[config.mk]
export PLATFORM = sky130hd
export DESIGN_NAME = regfile_write_arbiter
export DESIGN_NICKNAME = d
export VERILOG_FILES = /design/src/rtl/regfile_pkg.sv /design/src/rtl/rr_arbiter.sv /design/src/rtl/regfile_write_arbiter.sv
export SDC_FILE = /design/constraint.sdc
export NUM_CORES = 1
export LEC_CHECK = 0
export ABC_AREA = 1
export CAP_MARGIN = 0
export CORE_MARGIN = 2
export CORE_UTILIZATION = 44
export CTS_CLUSTER_SIZE = 12
export DETAILED_ROUTE_END_ITERATION = 10
export PLACE_DENSITY = 0.81
export SETUP_SLACK_MARGIN = 0.1
export SLEW_MARGIN = 20
export SYNTH_ARGS = -nofsm -noshare
export SYNTH_HDL_FRONTEND = slang
export SYNTH_SLANG_ARGS = --single-unit
[constraint.sdc]
create_clock -name clk -period 3 [get_ports clk]
set_clock_uncertainty 0.2 [all_clocks]
set_input_delay 0.6 -clock clk [delete_from_list [all_inputs] [get_ports clk]]
set_output_delay 0.6 -clock clk [all_outputs]
set_load 0.02 [all_outputs]
[src/rtl/regfile_pkg.sv]
// Shared definitions for the register-file write path: register count,
// address width, writeback requester indices and the address decoder.
package regfile_pkg;

    localparam int REG_COUNT  = 8;
    localparam int REG_ADDR_W = 3;

    localparam int REQ_ALU  = 0;
    localparam int REQ_LOAD = 1;
    localparam int REQ_IMM  = 2;

    typedef logic [REG_ADDR_W-1:0] reg_addr_t;
    typedef logic [REG_COUNT-1:0]  reg_sel_t;

    function automatic reg_sel_t addr_to_onehot(input reg_addr_t addr);
        reg_sel_t sel;
        sel       = '0;
        sel[addr] = 1'b1;
        return sel;
    endfunction

endpackage

[src/rtl/rr_arbiter.sv]
// Pure combinational round-robin pick: searches upward from ptr, wrapping,
// and returns the first asserted request as one-hot grant plus its index.
module rr_arbiter #(
    parameter int N     = 3,
    parameter int IDX_W = 3
) (
    input  logic [N-1:0]     req,
    input  logic [IDX_W-1:0] ptr,
    output logic [N-1:0]     gnt,
    output logic [IDX_W-1:0] idx
);

    localparam int SEL_W = (N > 1) ? $clog2(N) : 1;

    int               cand;
    logic [SEL_W-1:0] cand_sel;
    logic             found;

    always_comb begin
        gnt      = '0;
        idx      = '0;
        found    = 1'b0;
        cand     = 0;
        cand_sel = '0;
        for (int k = 0; k < N; k++) begin
            // ptr is always below N, so one subtraction covers the wrap
            cand = int'(ptr) + k;
            if (cand >= N) begin
                cand = cand - N;
            end
            cand_sel = SEL_W'(cand);
            if (!found && req[cand_sel]) begin
                found         = 1'b1;
                gnt[cand_sel] = 1'b1;
                idx           = IDX_W'(cand);
            end
        end
    end

endmodule

[src/rtl/regfile_write_arbiter.sv]
// Round-robin arbiter for the register file's single write port, with a
// registered address decode. Macro REGFILE_R0_ZERO_EN makes register 0 read-only zero.
module regfile_write_arbiter
    import regfile_pkg::*;
#(
    parameter int DATA_W  = 16,
    parameter int NUM_REQ = 3
) (
    input  logic                        clk,
    input  logic                        rst_n,
    input  logic [NUM_REQ-1:0]          req_valid,
    input  logic [NUM_REQ*REG_ADDR_W-1:0] req_addr,
    input  logic [NUM_REQ*DATA_W-1:0]   req_data,
    output logic [NUM_REQ-1:0]          req_ready,
    input  logic                        hold,
    output logic                        wr_en,
    output logic [REG_COUNT-1:0]        wr_sel,
    output logic [REG_ADDR_W-1:0]       wr_addr,
    output logic [DATA_W-1:0]           wr_data
);

    logic [REG_ADDR_W-1:0] ptr_q, ptr_d;
    logic                  wr_en_q, wr_en_d;
    reg_sel_t              wr_sel_q, wr_sel_d;
    reg_addr_t             wr_addr_q, wr_addr_d;
    logic [DATA_W-1:0]     wr_data_q, wr_data_d;

    logic [NUM_REQ-1:0]    arb_req;
    logic [NUM_REQ-1:0]    arb_gnt;
    logic [REG_ADDR_W-1:0] gnt_idx;
    logic                  hs;
    reg_addr_t             win_addr;
    logic [DATA_W-1:0]     win_data;

    assign arb_req = req_valid & {NUM_REQ{~hold}};

    rr_arbiter #(
        .N     (NUM_REQ),
        .IDX_W (REG_ADDR_W)
    ) u_rr_arbiter (
        .req (arb_req),
        .ptr (ptr_q),
        .gnt (arb_gnt),
        .idx (gnt_idx)
    );

    // Grant is suppressed combinationally during reset so no requester sees a handshake
    assign req_ready = arb_gnt & {NUM_REQ{rst_n}};
    assign hs        = |req_ready;

    assign win_addr = req_addr[int'(gnt_idx)*REG_ADDR_W +: REG_ADDR_W];
    assign win_data = req_data[int'(gnt_idx)*DATA_W +: DATA_W];

    always_comb begin
        ptr_d     = ptr_q;
        wr_en_d   = 1'b0;
        wr_sel_d  = '0;
        wr_addr_d = wr_addr_q;
        wr_data_d = wr_data_q;
        if (hs) begin
            ptr_d     = (int'(gnt_idx) == NUM_REQ - 1) ? '0 : gnt_idx + 3'd1;
            wr_en_d   = 1'b1;
            wr_sel_d  = addr_to_onehot(win_addr);
            wr_addr_d = win_addr;
            wr_data_d = win_data;
`ifdef REGFILE_R0_ZERO_EN
            // r0 writes still complete the handshake but never strobe the file
            if (win_addr == '0) begin
                wr_en_d  = 1'b0;
                wr_sel_d = '0;
            end
`endif
        end
    end

    always_ff @(posedge clk or negedge rst_n) begin
        if (!rst_n) begin
            ptr_q     <= '0;
            wr_en_q   <= 1'b0;
            wr_sel_q  <= '0;
            wr_addr_q <= '0;
            wr_data_q <= '0;
        end else begin
            ptr_q     <= ptr_d;
            wr_en_q   <= wr_en_d;
            wr_sel_q  <= wr_sel_d;
            wr_addr_q <= wr_addr_d;
            wr_data_q <= wr_data_d;
        end
    end

    assign wr_en   = wr_en_q;
    assign wr_sel  = wr_sel_q;
    assign wr_addr = wr_addr_q;
    assign wr_data = wr_data_q;

endmodule
== Word-level counts from Yosys, hierarchy flattened ==
Index checks and enable logic that the tools add are counted.
Storage, ports and cells
  flip-flop bits (word level): 31
  input port bits: 63
  output and inout bits: 31
  word-level logic and storage cells: 68
Cells by class
  add/subtract/negate cells: 6
  multiply operators: 1
  magnitude comparators: 11
  equality and inequality tests: 1
  shifts and indexed selects: 2
  multiplexer cells: 28
  bitwise operators: 5
  reductions and logical operators: 9
Operator list (number)
  48-bit by 8-bit variable part select with 16-bit output: 1
  3-bit 2-to-1 mux: 10
  1-bit 2-to-1 mux: 10
  2-bit by 3-bit < comparator with 1-bit output (second input constant): 3
  9-bit by 6-bit variable part select with 3-bit output: 1
  4-bit by 2-bit greater-or-equal comparator with 1-bit output (second input constant): 2
  8-bit 2-to-1 mux: 1
  3-bit AND: 2
  1-bit binary-select mux with 2-bit select: 3
  1-bit demux with 2-bit select: 3
  2-bit by 1-bit greater-or-equal comparator with 1-bit output (second input constant): 3
  1-bit logical AND: 6
  3-bit bitwise OR: 2
  3-bit subtractor (second input constant): 2
  3-bit by 2-bit multiplier with 5-bit output (second input constant): 1
  3-bit by 1-bit adder with 4-bit output (second input constant): 1
  3-bit by 2-bit adder with 4-bit output (second input constant): 1
  3-bit by 4-bit < comparator with 1-bit output (second input constant): 1
  3-bit by 1-bit adder with 3-bit output (second input constant): 1
  1-bit demux with 3-bit select: 1
  3-bit equality test (second input constant): 1
  3-bit by 1-bit greater-or-equal comparator with 1-bit output (second input constant): 1
  3-bit by 2-bit greater-or-equal comparator with 1-bit output (second input constant): 1
  3-bit OR reduction: 1
  other kinds (3): 4

== Longest topological paths before layout ==
Gate-level depths: netlist (run 1).
  depth after elaboration: 18
  mapped depth: 20
  depth with buffers taken out: 19

== By module ==
A second synthesis (run 1) with hierarchy kept.
Second synthesis, totals
  cells, all modules: 344
  area total of the unflattened synthesis: 2229.6 µm²
Modules (own cells, without submodules)
  regfile_write_arbiter: times used 1, cells each 245, area an instance 1674.1 µm²
  rr_arbiter: times used 1, cells each 99, area an instance 555.5 µm²

== Worst setup path before layout (run 1) ==
Ideal clock, no wire load.
  path type: reg2out
  from: register ptr_q[0]
  to: output req_ready[1]
  arrival time: 2055 ps
  data required time: 2200 ps
  path slack: 145 ps
  cell stages (with the launch flop): 15
  path buffers: 0
  path through: dfrtp_1 ha_1 ha_1 inv_1 nor2_1 nand2_1 a21oi_1 nor2_2 nor2_4 nand2_2 nand2_1 nand2_1 o21ai_1 nand2_2 inv_1
On the way
  word-level cells in the longest chain between the ends: 12
RTL lines
  from (decl): line regfile_write_arbiter.sv:22  | logic [REG_ADDR_W-1:0] ptr_q, ptr_d;
  from (signal assigned): line regfile_write_arbiter.sv:84  | ptr_q <= ptr_d;
  3-bit by 1-bit adder with 4-bit output (tied with other cells): line rr_arbiter.sv:27  | cand = int'(ptr) + k;
  4-bit by 2-bit greater-or-equal comparator with 1-bit output (tied with other cells): line rr_arbiter.sv:28  | if (cand >= N) begin
  3-bit 2-to-1 mux (tied with other cells): line rr_arbiter.sv:28
  2-bit by 3-bit < comparator with 1-bit output (implied by the code) (tied with other cells): line rr_arbiter.sv:34  | gnt[cand_sel] = 1'b1;
  1-bit logical AND (implied by the code) (tied with other cells): line rr_arbiter.sv:34
  1-bit 2-to-1 mux (implied by the code) (tied with other cells): line rr_arbiter.sv:34
  1-bit demux with 2-bit select (tied with other cells)
  3-bit bitwise OR (no line) or 1-bit 2-to-1 mux (tied branches)
  3-bit 2-to-1 mux or 1-bit zero test (tied branches): line rr_arbiter.sv:32  | if (!found && req[cand_sel]) begin
  3-bit bitwise OR (no line) or 1-bit logical AND (tied branches)
  3-bit 2-to-1 mux *: line rr_arbiter.sv:32
  3-bit AND *: line regfile_write_arbiter.sv:48  | assign req_ready = arb_gnt & {NUM_REQ{rst_n}};
  to (decl): line regfile_write_arbiter.sv:14  | output logic [NUM_REQ-1:0] req_ready,
Mark *: on every way between the ends. The rest lies on a longest branch, timed or not. The select of a mux whose other input is x is not followed.

== Worst setup path in the final report (run 1) ==
  from: register ptr_q[1]
  to: output req_ready[0]
The elaborated chain is that of the path after synthesis.

==> results of run 1 <==
per-layer routing:
layer | vias up | global-route usage [%] | part of all wire (%)
met5 | - | 0 | 0
met4 | 0 | 10.5 | 5.0
met3 | 70 | 7.29 | 11
met2 | 288 | 50.0 | 48
met1 | 1580 | 35.2 | 36
li1 | 1428 | - | -
what timing repair did:
item / CTS / global route
pin swaps: 27 / 20
hold buffers: 0 / 0
setup endpoints to repair: 25 / 33
setup buffers: 20 / 22
resized for setup: 77 / 69
cloned: 1 / 4
worst register-to-register path, stage by stage, from the launching register on:
cell	delay [ns]
dfrtp_1	0.42
ha_2	0.24
ha_4	0.19
nor2_4	0.13
nand3_2	0.17
nand2_4	0.13
nand2_1	0.08
nand2_2	0.13
nand2_4	0.12
buf_6	0.14
nand3_4	0.08
nand3_4	0.10
buf_6	0.14
buf_12	0.14
buf_12	0.13
nand2_1	0.08
nand2_2	0.09
nand2_1	0.10
nand2_2	0.09
nor2_1	0.15
per-stage QoR:
| step | hold WS [ns] | worst slack [ns] | setup TNS (ns) |
|---|---|---|---|
| floorplan | 0.104 | 0.145 | 0 |
| global placement | 0.262 | -0.363 | -1.03 |
| detailed placement | 0.264 | -0.419 | -2.27 |
| CTS | 0.261 | -0.112 | -0.290 |
| global route | 0.296 | -0.429 | -6.66 |
| finish | 0.280 | -0.335 | -3.23 |
cell type report:
| type | count | area, um^2 |
|---|---|---|
| tap | 70 | 87.6 |
| clock buffer | 6 | 82.6 |
| timing repair buffer | 165 | 1650 |
| fill | 243 | 596 |
| timing repair inverter | 1 | 8.76 |
| clock inverter | 2 | 35.0 |
| sequential | 31 | 776 |
| inverter | 46 | 200 |
| multi-input combinational | 261 | 1700 |
worst max-delay path by stage:
| stage | end | depth (start not counted) | slack (ns) | from |
|---|---|---|---|---|
| 2_1_floorplan | req_ready[1] | 14 | 0.15 | ptr_q[0] |
| 3_3_place_gp | req_ready[1] | 12 | -0.36 | req_valid[2] |
| 3_5_place_dp | req_ready[1] | 12 | -0.42 | req_valid[2] |
| 4_1_cts | req_ready[0] | 14 | -0.11 | ptr_q[1] |
| 5_1_grt | req_ready[1] | 15 | -0.43 | ptr_q[1] |
| 6_report | req_ready[0] | 13 | -0.33 | ptr_q[1] |
synthesized netlist by cell type:
| library cell | instances |
|---|---|
| a21oi_1 | 4 |
| buf_2 | 5 |
| buf_4 | 5 |
| buf_6 | 3 |
| clkbuf_1 | 2 |
| dfrtp_1 | 31 |
| ha_1 | 9 |
| inv_1 | 41 |
| inv_2 | 4 |
| inv_4 | 1 |
| nand2_1 | 130 |
| nand2_2 | 6 |
| nand2_4 | 1 |
| nand3_1 | 55 |
| nand3_2 | 5 |
| nand3_4 | 1 |
| nand3b_1 | 17 |
| nand4_1 | 3 |
| nor2_1 | 14 |
| nor2_2 | 1 |
| nor2_4 | 1 |
| o21ai_0 | 2 |
| o21ai_1 | 8 |
| o21ai_2 | 2 |
| xnor2_1 | 1 |
logic make-up after synthesis:
family | count (synthesis)
flip-flops | 31
XOR/XNOR | 1
adder cells (fa/ha/maj) | 9
buffers and inverters | 61
AND/OR/NAND/NOR | 234
AO/OA/AOI/OAI | 16
state kept, by name, summed over array words and instances, names as in the netlist:
signal,cells
wr_sel,8
wr_data,16
ptr_q,3
wr_addr,3
wr_en,1
==> results.json, run 1 <==
{
  "dpl-instance-area_um2": 3480,
  "status": "complete, but fails checks",
  "final_cell_mix": "nand2_1, clkdlybuf4s50_1, buf_4",
  "ys_seq_area_share_pct": 32.9,
  "cts_buffers": 5,
  "diodes": 0,
  "htree_levels": 2,
  "place_hpwl_um": 5450,
  "tritoncts": "yes",
  "synth_top_area_share_pct": 32.9,
  "cp_cell_sequence": "ha_2 -> ha_4 -> inv_4 -> nor2_4 -> nand2_4 -> a21oi_4 -> nor2_4 -> nor2_4 -> nand2_2 -> o21ai_1 -> o21ai_2 -> inv_1 -> buf_6",
  "finalHoldViolCount": 0,
  "clock_path_buffers": 2,
  "synthMuxAreaShare_pct": 0,
  "synth_fa_ha_area_share_pct": 4.77,
  "clk_pin_slew_ns": 0.08,
  "root_buffer": "clkbuf_8",
  "io_pins": 94,
  "first_pass_iters": 6,
  "initial_utilization_pct": 45.9,
  "drive_gt1_share_pct": 34.6,
  "slowest_delay_ns": 0.42,
  "grt_use_total_pct": 29.1,
  "syn_to_final_growth_pct": 92.6,
  "r2r_slack_ns": -0.15,
  "cpMaxStageDelayCell": "dfrtp_1",
  "yosys.area_share.simple_pct": 46.4,
  "port_buffers": 93,
  "rsz0062_at_grt": "yes",
  "avgSynthCellArea_um2": 6.70,
  "crit_path_max_fanout": 4,
  "die_y_um": 77.2,
  "cpMostUsedCell": "nor2_4",
  "worst_slack_ns": -0.335,
  "gp_congestion": 0.842,
  "finalCritPeriodShare_pct": 111,
  "reg2reg_depth": 19,
  "hp-class": "input pin to asynchronous set/reset pin",
  "endpoint_kind": "output pin",
  "gr-total-overflow": 0,
  "violations": "setup timing",
  "synth_nets": 424,
  "cp.arrival_ns": 2.53,
  "vias": 3366,
  "wl_per_cell_um": 20.5,
  "dp.cells": 528,
  "synth.area.top_cells": "dfrtp_1, nand2_1, nand3_1",
  "final_area_um2": 4540,
  "ys_warn_count": 0,
  "grt_pass1_wl_um": 13800,
  "antenna_left": 0,
  "relSlewSlack_pct": 71.8,
  "start_kind": "register",
  "core_area_um2": 5140,
  "setup_viol_count_final": 33,
  "path_buf_inv": 3,
  "clk_latency_ns": 0.30,
  "drtIter0Drc": 414,
  "critPathTopFamily": "adder cells",
  "drc": 0,
  "yosysUniqueCellTypes": 25,
  "utilization_pct": 88.4,
  "grt_antenna_before_repair": 0,
  "syn_inst": 352,
  "cts.sinks": 31,
  "syn-cell-area_um2": 2360,
  "slew_viol_final": 0,
  "reg2reg_from": "ptr_q[1]",
  "synth-compound-area-share_pct": 3.71,
  "synth_top_family_by_area": "simple AND/OR/NAND/NOR gates",
  "max_freq_ghz": 0.300,
  "worstReg2RegEnd": "wr_sel[6]",
  "rows": 26,
  "grt_pass1_vias": 2908,
  "cap_violations": 0,
  "wl_um": 11900,
  "fin_nets": 583,
  "grt_max_degree": 32,
  "die_area_um2": 5970,
  "synth_seq_cells": 31,
  "crit_type": "register to output pin",
  "chipWidth_um": 77.2,
  "required_ns": 2.20,
  "synthXorXnorAreaFrac_pct": 0.371,
  "tightest_slew_ns": 0.423,
  "mostFrequentLayoutCell": "nand2_1",
  "vias_per_cell": 5.78,
  "yosys.area.top_type": "dfrtp_1",
  "finalNonFillerCells": 582,
  "min_period_ns": 3.33
}
Power of run 1 is not shown: default switching activity piles up to over one toggle a cycle in this logic, so the estimate is an artifact.
==> inputs of run 2 (changes only) <==
- CORE_UTILIZATION: 44 -> 45
- DONT_BUFFER_PORTS: default -> 1
- PLACE_DENSITY: 0.81 -> default
- SKIP_CTS_REPAIR_TIMING: default -> 1
==> run 2 against run 1 <==
  * The run still ends with setup timing left
  * Final cell count decreased by 24%
  * Sequential cell count unchanged
  * Wire length decreased by 45%
  * Global-route usage decreased by 8.1 points
  * Count of clock-buffer cells in the layout unchanged
  * Non-clock buffer count decreased by 138
  * Final area decreased by 37%
  * Worst hold slack improved by 0.056 ns
  * Register-to-register slack improved by 0.27 ns
  * Setup slack improved by 0.22 ns
  * Core utilization decreased by 32 points
  * Die area decreased by 2.1%
==> results.json, run 2 (same netlist as run 1, synthesis figures left out) <==
{
  "crit_path_max_fanout": 4,
  "grt_pass1_wl_um": 9940,
  "worst_slack_ns": -0.111,
  "cap_violations": 0,
  "status": "complete, but fails checks",
  "grt_pass1_vias": 2049,
  "setup_viol_count_final": 3,
  "grt_use_total_pct": 21.1,
  "relSlewSlack_pct": 78.9,
  "vias": 2298,
  "mostFrequentLayoutCell": "nand2_1",
  "vias_per_cell": 5.19,
  "wl_per_cell_um": 14.9,
  "place_hpwl_um": 4470,
  "violations": "setup timing",
  "cts_buffers": 5,
  "wl_um": 6590,
  "syn_to_final_growth_pct": 20.7,
  "endpoint_kind": "output pin",
  "hold_path_depth": 4,
  "drive_gt1_share_pct": 21.2,
  "finalHoldViolCount": 0,
  "tightest_slew_ns": 0.316,
  "drc": 0,
  "largest_reg_flops": 16,
  "max_freq_ghz": 0.321,
  "cpMaxStageDelayCell": "dfrtp_1",
  "fin_nets": 444,
  "multi_input_area_um2": 1410,
  "hp-start": "req_data[32]",
  "rows": 26,
  "rsz0062_at_grt": "yes",
  "finalCritPeriodShare_pct": 104,
  "crit_type": "register to output pin",
  "utilization_pct": 56.1,
  "core_area_um2": 5070,
  "tns_ns": -0.266,
  "clock_path_buffers": 2,
  "gp_congestion": 0.873,
  "gr-total-overflow": 0,
  "hp-class": "input pin to register",
  "htree_levels": 2,
  "slew_viol_final": 0,
  "clk_latency_ns": 0.27,
  "diodes": 0,
  "grt_antenna_before_repair": 0,
  "min_period_ns": 3.11,
  "die_area_um2": 5840,
  "fillers": 479,
  "port_buffers": 0,
  "start_kind": "register",
  "antenna_left": 0,
  "chipWidth_um": 76.4,
  "reg2reg_from": "ptr_q[0]",
  "io_pins": 94,
  "final_cell_mix": "nand2_1, nand3_1, inv_1",
  "r2r_slack_ns": 0.12,
  "root_buffer": "clkbuf_8",
  "slowest_delay_ns": 0.41,
  "holdPathEnd": "wr_data[0]",
  "grt_max_degree": 35,
  "die_y_um": 76.4,
  "tritoncts": "yes",
  "initial_utilization_pct": 46.5,
  "drtIter0Drc": 94,
  "reg2reg_depth": 17,
  "seq_area_um2": 777,
  "dp_slack_ns": 0.0759,
  "required_ns": 2.20,
  "clk_pin_slew_ns": 0.07,
  "first_pass_iters": 5,
  "worstReg2RegEnd": "wr_addr[2]",
  "cp.arrival_ns": 2.31,
  "cts.sinks": 31,
  "finalHoldWorstSlack_ns": 0.336,
  "cp_cell_sequence": "ha_4 -> ha_4 -> inv_2 -> nor2_4 -> nand2_4 -> a21oi_2 -> nor2_2 -> nor2_4 -> nand2_2 -> nand2_1 -> nand2_1 -> o21ai_1 -> nand2_2 -> inv_4"
}
run 2: worst max-delay path by stage:
stage / depth (start not counted) / slack [ns] / to / start
floorplan: 14 / 0.15 / req_ready[1] / ptr_q[0]
CTS: 12 / -0.23 / req_ready[0] / ptr_q[0]
global placement: 13 / 0.12 / req_ready[0] / ptr_q[0]
detailed placement: 12 / 0.08 / req_ready[0] / ptr_q[0]
global route: 14 / -0.21 / req_ready[1] / ptr_q[1]
finish: 14 / -0.11 / req_ready[1] / ptr_q[0]
run 2: final cells by class:
type	instances	share of cell area, %
multi-input cells	260	49.4
inverters	46	6.85
clock buffers	6	2.90
well taps	70	3.07
repair buffers	27	8.92
flip-flops and latches	31	27.3
repair inverters	1	0.395
clock inverters	2	1.23
run 2: layer usage:
metal	wire length, um	global-route usage, %	vias up
met5	0	0	-
met4	144	7.09	0
met3	536	6.28	17
met2	3070	33.7	97
met1	2840	27.2	1041
li1	-	-	1143
run 2: critical path, delay by kind of cell, from the launching register on:
kind            cells  cell delay (ns)
buf+inv             2             0.14
flops               1             0.41
simple gates        8             0.76
compound gates      2             0.26
fa+ha+maj           2             0.46
run 2: per-stage QoR:
stage / std cells / cell area, um^2
2_1_floorplan: 352 / 2360
3_3_place_gp: 419 / 2460
3_5_place_dp: 419 / 2460
4_1_cts: 427 / 2580
5_1_grt: 443 / 2850
6_report: 443 / 2850
Power of run 2 is left out for the same reason.
==> inputs of run 3 (changes only) <==
- PLACE_DENSITY_LB_ADDON: default -> 0.2
==> run 3 against run 2 <==
  * Critical endpoint is now req_ready[0]
  * Setup slack improved by 0.081 ns
  * Count of clock-buffer cells in the layout did not move
  * Core utilization shrank 1.8 points
  * First-iteration DRC count increased by 20%
  * Final cell count shrank 1.8%
  * Sequential cell count stayed put
  * Largest cell class unchanged
  * The flow still finishes with violations (setup timing)
==> results.json, run 3 (same netlist as run 1, synthesis figures left out) <==
{
  "tightest_slew_ns": 0.356,
  "wl_um": 6240,
  "finalCritPeriodShare_pct": 101,
  "wl_per_cell_um": 14.3,
  "io_pins": 94,
  "grt_antenna_before_repair": 0,
  "cap_violations": 0,
  "die_area_um2": 5840,
  "rsz0062_at_grt": "yes",
  "slew_viol_final": 0,
  "violations": "setup timing",
  "place_hpwl_um": 4420,
  "dpl-instance-area_um2": 2450,
  "clk_pin_slew_ns": 0.07,
  "finalHoldWorstSlack_ns": 0.345,
  "grt_max_degree": 35,
  "finalHoldViolCount": 0,
  "vias": 2263,
  "grt_pass1_vias": 2114,
  "cp.arrival_ns": 2.23,
  "cp_cell_sequence": "ha_2 -> ha_4 -> inv_2 -> nor2_4 -> nand2_2 -> nand2_2 -> nand2_1 -> nand3_1 -> nand2_1 -> nand3_2 -> nor2_2 -> o21ai_2 -> inv_2",
  "first_pass_iters": 5,
  "setup_viol_count_final": 2,
  "largest_reg_flops": 16,
  "cts_buffers": 5,
  "crit_type": "register to output pin",
  "endpoint_kind": "output pin",
  "die_y_um": 76.4,
  "initial_utilization_pct": 46.5,
  "reg2reg_from": "ptr_q[1]",
  "drive_gt1_share_pct": 19.2,
  "cts.sinks": 31,
  "tritoncts": "yes",
  "root_buffer": "clkbuf_8",
  "cpMaxStageDelayCell": "dfrtp_1",
  "utilization_pct": 54.4,
  "worstReg2RegEnd": "wr_data[14]",
  "r2r_slack_ns": 0.16,
  "critical_path.startpoint": "ptr_q[1]",
  "gr-total-overflow": 0,
  "core_area_um2": 5070,
  "final_area_um2": 2760,
  "critPathTopFamily": "simple AND/OR/NAND/NOR gates",
  "hp-start": "req_data[37]",
  "worst_slack_ns": -0.0302,
  "required_ns": 2.20,
  "final_cell_mix": "nand2_1, nand3_1, inv_1",
  "diodes": 0,
  "drc": 0,
  "clk_latency_ns": 0.27,
  "chipWidth_um": 76.4,
  "path_buf_inv": 2,
  "hold_path_depth": 4,
  "mostFrequentLayoutCell": "nand2_1",
  "syn_to_final_growth_pct": 16.9,
  "status": "complete, but fails checks",
  "crit_path_max_fanout": 5,
  "drtIter0Drc": 113,
  "htree_levels": 2,
  "dp.cells": 419,
  "max_freq_ghz": 0.330,
  "clock_path_buffers": 2,
  "hp-class": "input pin to register",
  "vias_per_cell": 5.20,
  "grt_use_total_pct": 21.0,
  "fin_nets": 436,
  "rows": 26,
  "relSlewSlack_pct": 76.2,
  "min_period_ns": 3.03,
  "start_kind": "register",
  "holdPathEnd": "wr_data[5]",
  "grt_pass1_wl_um": 9990,
  "port_buffers": 0,
  "slowest_delay_ns": 0.38,
  "antenna_left": 0,
  "gp_congestion": 0.879,
  "finalNonFillerCells": 435,
  "reg2reg_depth": 17
}
[run 3: through the flow]
stage	setup TNS [ns]	setup WS (ns)
final	-0.0528	-0.0302
after global placement	0	0.155
after global routing	-0.431	-0.168
after detailed placement	0	0.124
after floorplan	0	0.145
after CTS	-0.437	-0.167
[run 3: layout make-up]
| type | instances | area (um^2) |
|---|---|---|
| Fill cell | 535 | 2320 |
| Multi-Input combinational cell | 260 | 1390 |
| Sequential cell | 31 | 776 |
| Timing Repair Buffer | 20 | 198 |
| Inverter | 46 | 195 |
| Tap cell | 70 | 87.6 |
| Clock buffer | 6 | 82.6 |
| Clock inverter | 2 | 35.0 |
[run 3: worst reg2reg max path: cells and delay by family, from the launching register on]
family,cells,cell delay [ns]
buffers and inverters,3,0.41
AO/OA/AOI/OAI,1,0.16
AND/OR/NAND/NOR,11,1.09
adder cells (fa/ha/maj),2,0.50
flip-flops,1,0.38
[run 3: worst max path at each step]
stage	to	slack, ns	depth (start not counted)
after floorplan	req_ready[1]	0.15	14
after global placement	req_ready[0]	0.16	13
after detailed placement	req_ready[1]	0.12	15
after CTS	req_ready[1]	-0.17	15
after global routing	req_ready[1]	-0.17	14
final	req_ready[0]	-0.03	13
[run 3: per-layer routing]
layer / up-vias / track usage, % / share of wire [%]
met2: 86 / 36.3 / 50
li1: 1133 / - / -
met4: 0 / 4.91 / 0.79
met1: 1036 / 27.0 / 42
met3: 8 / 4.38 / 6.8
met5: - / 0 / 0
Power of run 3 is left out for the same reason.
